--- src/rtl/force_integrator.sv ---
// force_integrator
//
// Per-node integration stage for one point mass of the soft-body car.
// Spring force contributions are summed into saturating accumulators while
// idle. A step command then runs a semi-implicit Euler update: gravity is
// added to the y sum, velocity is updated from the force sum, position is
// updated from the new velocity, and finally the node is clamped to the
// floor with a damped bounce.
//
// Ports:
//   clk_in, rst_in          clock, asynchronous active-high reset
//   init_valid/init_x/_y    load position, zero velocity and accumulators
//   force_valid/force_x/_y  one signed force contribution per cycle
//   step_valid              start one integration step (ignored while busy)
//   pos_x/_y, vel_x/_y      node state, fed back to the spring stages
//   busy                    step in progress
//   result_valid            one-cycle pulse when pos/vel have been updated
//   drop_err                sticky flag: a force arrived while busy
module force_integrator #(
  parameter int POSITION_SIZE = 16,
  parameter int VELOCITY_SIZE = 16,
  parameter int FORCE_SIZE    = 24,
  parameter int DT_SHIFT      = 4,
  parameter int POS_SHIFT     = 4,
  parameter int GRAVITY       = -16,
  parameter int FLOOR_Y       = 0
) (
  input  logic                            clk_in,
  input  logic                            rst_in,
  input  logic                            init_valid,
  input  logic signed [POSITION_SIZE-1:0] init_x,
  input  logic signed [POSITION_SIZE-1:0] init_y,
  input  logic                            force_valid,
  input  logic signed [FORCE_SIZE-1:0]    force_x,
  input  logic signed [FORCE_SIZE-1:0]    force_y,
  input  logic                            step_valid,
  output logic signed [POSITION_SIZE-1:0] pos_x,
  output logic signed [POSITION_SIZE-1:0] pos_y,
  output logic signed [VELOCITY_SIZE-1:0] vel_x,
  output logic signed [VELOCITY_SIZE-1:0] vel_y,
  output logic                            busy,
  output logic                            result_valid,
  output logic                            drop_err
);

  localparam int ACC_SIZE = FORCE_SIZE + 4;
  // Wide enough that no intermediate sum can wrap before it is clamped.
  localparam int WIDE = ACC_SIZE + POSITION_SIZE + VELOCITY_SIZE;

  localparam logic signed [WIDE-1:0] ACC_MAX =
    WIDE'((longint'(1) <<< (ACC_SIZE - 1)) - longint'(1));
  localparam logic signed [WIDE-1:0] ACC_MIN = -ACC_MAX - WIDE'(1);
  localparam logic signed [WIDE-1:0] VEL_MAX =
    WIDE'((longint'(1) <<< (VELOCITY_SIZE - 1)) - longint'(1));
  localparam logic signed [WIDE-1:0] VEL_MIN = -VEL_MAX - WIDE'(1);
  localparam logic signed [WIDE-1:0] POS_MAX =
    WIDE'((longint'(1) <<< (POSITION_SIZE - 1)) - longint'(1));
  localparam logic signed [WIDE-1:0] POS_MIN = -POS_MAX - WIDE'(1);

  typedef enum logic [2:0] {IDLE, GRAV, VEL, POS, FLOOR} state_t;

  state_t                          state_q;
  logic signed [ACC_SIZE-1:0]      accX_q, accY_q;
  logic signed [POSITION_SIZE-1:0] posX_q, posY_q;
  logic signed [VELOCITY_SIZE-1:0] velX_q, velY_q;
  logic                            busy_q, resultValid_q, dropErr_q;

  logic signed [ACC_SIZE-1:0]      accXForce_d, accYForce_d, accYGrav_d;
  logic signed [VELOCITY_SIZE-1:0] velX_d, velY_d, velYBounce_d;
  logic signed [POSITION_SIZE-1:0] posX_d, posY_d;
  logic                            floorHit;

  function automatic logic signed [ACC_SIZE-1:0] satAcc(input logic signed [WIDE-1:0] v);
    logic signed [WIDE-1:0] c;
    c = v;
    if (v > ACC_MAX) c = ACC_MAX;
    else if (v < ACC_MIN) c = ACC_MIN;
    return ACC_SIZE'(c);
  endfunction

  function automatic logic signed [VELOCITY_SIZE-1:0] satVel(input logic signed [WIDE-1:0] v);
    logic signed [WIDE-1:0] c;
    c = v;
    if (v > VEL_MAX) c = VEL_MAX;
    else if (v < VEL_MIN) c = VEL_MIN;
    return VELOCITY_SIZE'(c);
  endfunction

  function automatic logic signed [POSITION_SIZE-1:0] satPos(input logic signed [WIDE-1:0] v);
    logic signed [WIDE-1:0] c;
    c = v;
    if (v > POS_MAX) c = POS_MAX;
    else if (v < POS_MIN) c = POS_MIN;
    return POSITION_SIZE'(c);
  endfunction

  // Candidate values for every arithmetic update. The position update reads
  // the velocity registers, which already hold the new velocity by the time
  // the FSM reaches POS, giving the semi-implicit ordering.
  always_comb begin
    accXForce_d  = satAcc(WIDE'(accX_q) + WIDE'(force_x));
    accYForce_d  = satAcc(WIDE'(accY_q) + WIDE'(force_y));
    accYGrav_d   = satAcc(WIDE'(accY_q) + WIDE'(GRAVITY));
    velX_d       = satVel(WIDE'(velX_q) + WIDE'(accX_q >>> DT_SHIFT));
    velY_d       = satVel(WIDE'(velY_q) + WIDE'(accY_q >>> DT_SHIFT));
    posX_d       = satPos(WIDE'(posX_q) + WIDE'(velX_q >>> POS_SHIFT));
    posY_d       = satPos(WIDE'(posY_q) + WIDE'(velY_q >>> POS_SHIFT));
    velYBounce_d = satVel(-WIDE'(velY_q >>> 1));
    floorHit     = WIDE'(posY_q) < WIDE'(FLOOR_Y);
  end

  // Step sequencer. init_valid overrides whatever the FSM is doing, including
  // a result that would otherwise be reported on this edge.
  always_ff @(posedge clk_in or posedge rst_in) begin
    if (rst_in) begin
      state_q       <= IDLE;
      accX_q        <= '0;
      accY_q        <= '0;
      posX_q        <= '0;
      posY_q        <= '0;
      velX_q        <= '0;
      velY_q        <= '0;
      busy_q        <= 1'b0;
      resultValid_q <= 1'b0;
      dropErr_q     <= 1'b0;
    end else if (init_valid) begin
      state_q       <= IDLE;
      accX_q        <= '0;
      accY_q        <= '0;
      posX_q        <= init_x;
      posY_q        <= init_y;
      velX_q        <= '0;
      velY_q        <= '0;
      busy_q        <= 1'b0;
      resultValid_q <= 1'b0;
      dropErr_q     <= 1'b0;
    end else begin
      resultValid_q <= 1'b0;
      if (force_valid && state_q != IDLE) begin
        dropErr_q <= 1'b1;
      end
      case (state_q)
        IDLE: begin
          if (force_valid) begin
            accX_q <= accXForce_d;
            accY_q <= accYForce_d;
          end
          if (step_valid) begin
            state_q <= GRAV;
            busy_q  <= 1'b1;
          end
        end
        GRAV: begin
          accY_q  <= accYGrav_d;
          state_q <= VEL;
        end
        VEL: begin
          velX_q  <= velX_d;
          velY_q  <= velY_d;
          state_q <= POS;
        end
        POS: begin
          posX_q  <= posX_d;
          posY_q  <= posY_d;
          state_q <= FLOOR;
        end
        FLOOR: begin
          // Below the floor: snap to it and bounce back at half speed.
          if (floorHit) begin
            posY_q <= POSITION_SIZE'(FLOOR_Y);
            velY_q <= velYBounce_d;
          end
          accX_q        <= '0;
          accY_q        <= '0;
          resultValid_q <= 1'b1;
          busy_q        <= 1'b0;
          state_q       <= IDLE;
        end
        default: begin
          state_q <= IDLE;
          busy_q  <= 1'b0;
        end
      endcase
    end
  end

  assign pos_x        = posX_q;
  assign pos_y        = posY_q;
  assign vel_x        = velX_q;
  assign vel_y        = velY_q;
  assign busy         = busy_q;
  assign result_valid = resultValid_q;
  assign drop_err     = dropErr_q;

endmodule

--- config.mk ---
export PLATFORM = sky130hd
export DESIGN_NAME = force_integrator
export DESIGN_NICKNAME = d
export VERILOG_FILES = /design/src/rtl/force_integrator.sv
export SDC_FILE = /design/constraint.sdc
export NUM_CORES = 1
export LEC_CHECK = 0
export CAP_MARGIN = 0
export CORE_MARGIN = 2
export CORE_UTILIZATION = 25
export CTS_CLUSTER_SIZE = 28
export DETAILED_ROUTE_END_ITERATION = 10
export HOLD_SLACK_MARGIN = 0.03
export PLACE_DENSITY = 0.51
export SLEW_MARGIN = 0
export SYNTH_ARGS = -nofsm -noshare
export SYNTH_HDL_FRONTEND = slang
export SYNTH_SLANG_ARGS = --single-unit
--- constraint.sdc ---
create_clock -name clk_in -period 8.9 [get_ports clk_in]
set_input_delay 1.335 -clock clk_in [delete_from_list [all_inputs] [get_ports clk_in]]
set_output_delay 1.335 -clock clk_in [all_outputs]
set_load 0.005 [all_outputs]
==> results.toml <==
[place]
port_buffers = 151
dp.final_hpwl_mm = 34.39
routabilityCongestion = 0.8785
place_ws_ns = 3.062

[power]
ir_drop_uv = 176.3
swShare_pct = 49.91
switching_power_uw = 2807
power_density_nw_per_um2 = 341.6
internal_power_uw = 2817
clkPwrFrac_pct = 12.5
p_leak_uw = 0.007004
p_seq_share_pct = 21.2
p_comb_share_pct = 66.3

[synthesis]
yosys.cell_count.top_type = "a21oi_1"
synth-edff-count = 0
ys_warn_count = 0
synth_area_leaders = "dfrtp_1 23%, ha_1 14%, a21oi_1 7.9%"
synth_area_leader_cell = "dfrtp_1"
synth_common_cells = "217 x a21oi_1, 173 x nand2_1, 162 x nor2_1, 152 x ha_1, 126 x dfrtp_1"
synth_top_area_share_pct = 23.02
syn_nets = 1984
synth_seq_cells = 126
synth_area_um2 = 13700
yosysUniqueCellTypes = 97
syn_inst = 1741
postSynth.asyncResetShare_pct = 100.0
ys.flop_type = "dfrtp_1"
seq_area_frac_synth_pct = 23.02
synth_area_per_cell_um2 = 7.867

[route]
route.vias.total = 13600
wl_per_cell_um = 17.53
wirelength_mm = 45.05
antenna_left = 0
routed_via_density = 5.293
first_pass_iters = 6
drc = 0
drt_iter0_drc = 795

[timing]
rsz0062_at_grt = "false"
tightest_slew_ns = 1.038
hold_viol = 0
fmax_ghz = 0.1884
maxSlewViolCount = 0
fin_skew_ns = 0.01603
fin_ws_ns = 3.592
fin_crit_ns = 5.308
fin_crit_sh_pct = 59.64
slew_headroom_pct = 30.46
setup_viol = 0
setup-tns-final_ns = 0

[grt]
grt_pass1_vias = 13290
grt_pass1_wl_mm = 72.12
grt_use_total_pct = 15.99
antenna_found_initial = 2
grt_start_max_net_pins = 78
overflow = 0

[clock_tree]
clkSinkCount = 126
htreeDepth = 4
cts_buffers = 17
root_buffer = "clkbuf_16"
cts_buffer_depth = 2
cts_tree = "done"
post_cts_resized = 0
cts_setup_buffers = 0
clk_latency_ns = 0.49
clkSlewWorstSetupHoldPaths_ns = 0.06
ctsHoldBuffers = 0

[final_layout]
nNetsFinal = 2103
syn_to_final_growth_pct = 20.20
drive_gt1_share_pct = 4.915

[critical_path]
critPathLaunchType = "input port"
crit_fanout = 24
r2r_end = "vel_y[4]$_DFFE_PP0P_"
r2r_start = "vel_y[5]$_DFFE_PP0P_"
r2r_slack_ns = 4.05
crit_arrival_ns = 5.61
cp.required_ns = 9.20
critPathCaptureType = "flip-flop"
crit_type = "in2reg"
reg2reg_depth = 12

[floorplan]
ios = 152
rows = 85
die-area_um2 = 56670
die_h_um = 238.1
die_w_um = 238.1
start_util_pct = 25.35
core_area_um2 = 54030

[hold_path]
worstHoldStart = "accX_q[2]$_DFFE_PP0P_"
holdPathEnd = "accX_q[2]$_DFFE_PP0P_"
holdPathStages = 2
hold_class = "reg2reg"

[flow_run]
drv_cap = 0

[outcome]
status = "completed"
==> layer usage <==
| metal | vias to the layer above | GRT usage (%) | share of wire (%) |
|---|---|---|---|
| met1 | 6478 | 20.75 | 46 |
| met4 | 0 | 5.530 | 2.3 |
| met2 | 287 | 26.52 | 47 |
| met3 | 55 | 3.077 | 4.4 |
| li1 | 6782 | - | - |
| met5 | - | 0 | 0 |
==> worst max-delay path by stage <==
stage,start,cells past startpoint,to
floorplan,rst_in,1,accX_q[0]$_DFFE_PP0P_
global placement,force_x[0],13,accX_q[5]$_DFFE_PP0P_
detailed placement,force_x[0],13,accX_q[5]$_DFFE_PP0P_
CTS,force_x[0],13,accX_q[5]$_DFFE_PP0P_
global route,force_x[0],13,accX_q[5]$_DFFE_PP0P_
finish,force_x[0],13,accX_q[5]$_DFFE_PP0P_
==> stage by stage <==
step           power, uW  hold WS, ns  area [um^2]  util [%]  instances
3_3_place_gp        4857       0.4868        15890     29.41       2537
5_1_grt             6157       0.5219        16460     30.47       2570
3_5_place_dp        4912       0.4962        15890     29.41       2537
2_1_floorplan       3857       0.4538        13700         -       1741
6_report            5624       0.5048        16460     30.47       2570
4_1_cts             5655       0.5093        16460     30.46       2568
==> placed cells by master (no fill, tap or decap), types with 8 or more instances in the layout <==
cell,netlist,routed
inv_1,50,49
o31ai_1,16,16
or4_1,16,16
a22oi_1,17,17
and3_1,14,14
nand2b_1,25,25
nor3_1,30,30
nand4_1,21,21
nor2_1,162,161
nand2_1,173,173
nand3b_1,9,9
buf_4,6,14
nand3_1,30,30
dfrtp_1,126,126
clkdlybuf4s50_1,0,150
o22ai_1,12,12
o21ai_1,23,23
o211ai_1,40,40
or3_1,14,14
nor4_1,19,19
o21bai_1,8,8
ha_1,152,152
xnor2_1,71,71
a21boi_0,10,10
and2_1,11,11
a31oi_1,35,35
o21ai_0,102,102
a21oi_1,217,217
a221oi_1,9,9
a211oi_1,17,17
clkbuf_16,0,17
xor2_1,49,49
a21o_1,56,56
nor2b_1,14,13
==> area by class of cell <==
type	instances	area (um^2)
Inverter	50	192.7
Multi-Input combinational cell	1500	10060
Fill cell	5794	37560
Sequential cell	126	3153
Tap cell	696	870.8
Clock buffer	20	456.7
Timing Repair Buffer	165	1612
Clock inverter	11	111.4
Antenna cell	2	5.005
==> worst max-delay path: stages <==
cell and delay, ns:
clkdlybuf4s50_1 0.40, ha_1 0.22, fa_1 0.41, a21o_1 0.19
a21oi_1 0.27, o21ai_1 0.18, a221oi_1 0.40, o21ai_1 0.26
a31oi_1 0.55, o311a_1 0.27, o2bb2ai_1 0.13, nand2_1 0.68
o311ai_0 0.27
==> power by group through the flow <==
stage | clock [uW] | combinational, uW | sequential [uW]
3_3_place_gp | 0 | 3650 | 1210
3_5_place_dp | 0 | 3700 | 1210
6_report | 704 | 3730 | 1190
2_1_floorplan | 0 | 2840 | 1010
5_1_grt | 751 | 4170 | 1240
4_1_cts | 731 | 3720 | 1200
==> sequential cells by signal, indices dropped and copies added, names as in the netlist <==
| signal | flops |
|---|---|
| accX_q | 28 |
| accY_q | 28 |
| pos_x | 16 |
| pos_y | 16 |
| vel_x | 16 |
| vel_y | 16 |
| state_q | 3 |
| busy | 1 |
| drop_err | 1 |
| result_valid | 1 |
==> cell families after synthesis <==
| family | share of synthesized area [%] |
|---|---|
| buffers and inverters | 3.553 |
| AO/OA/AOI/OAI | 29.68 |
| multiplexers | 0.6303 |
| AND/OR/NAND/NOR | 20.61 |
| flip-flops | 23.02 |
| XOR/XNOR | 7.673 |
| adder cells (fa/ha/maj) | 14.84 |
(Power assumes the default switching activity.)
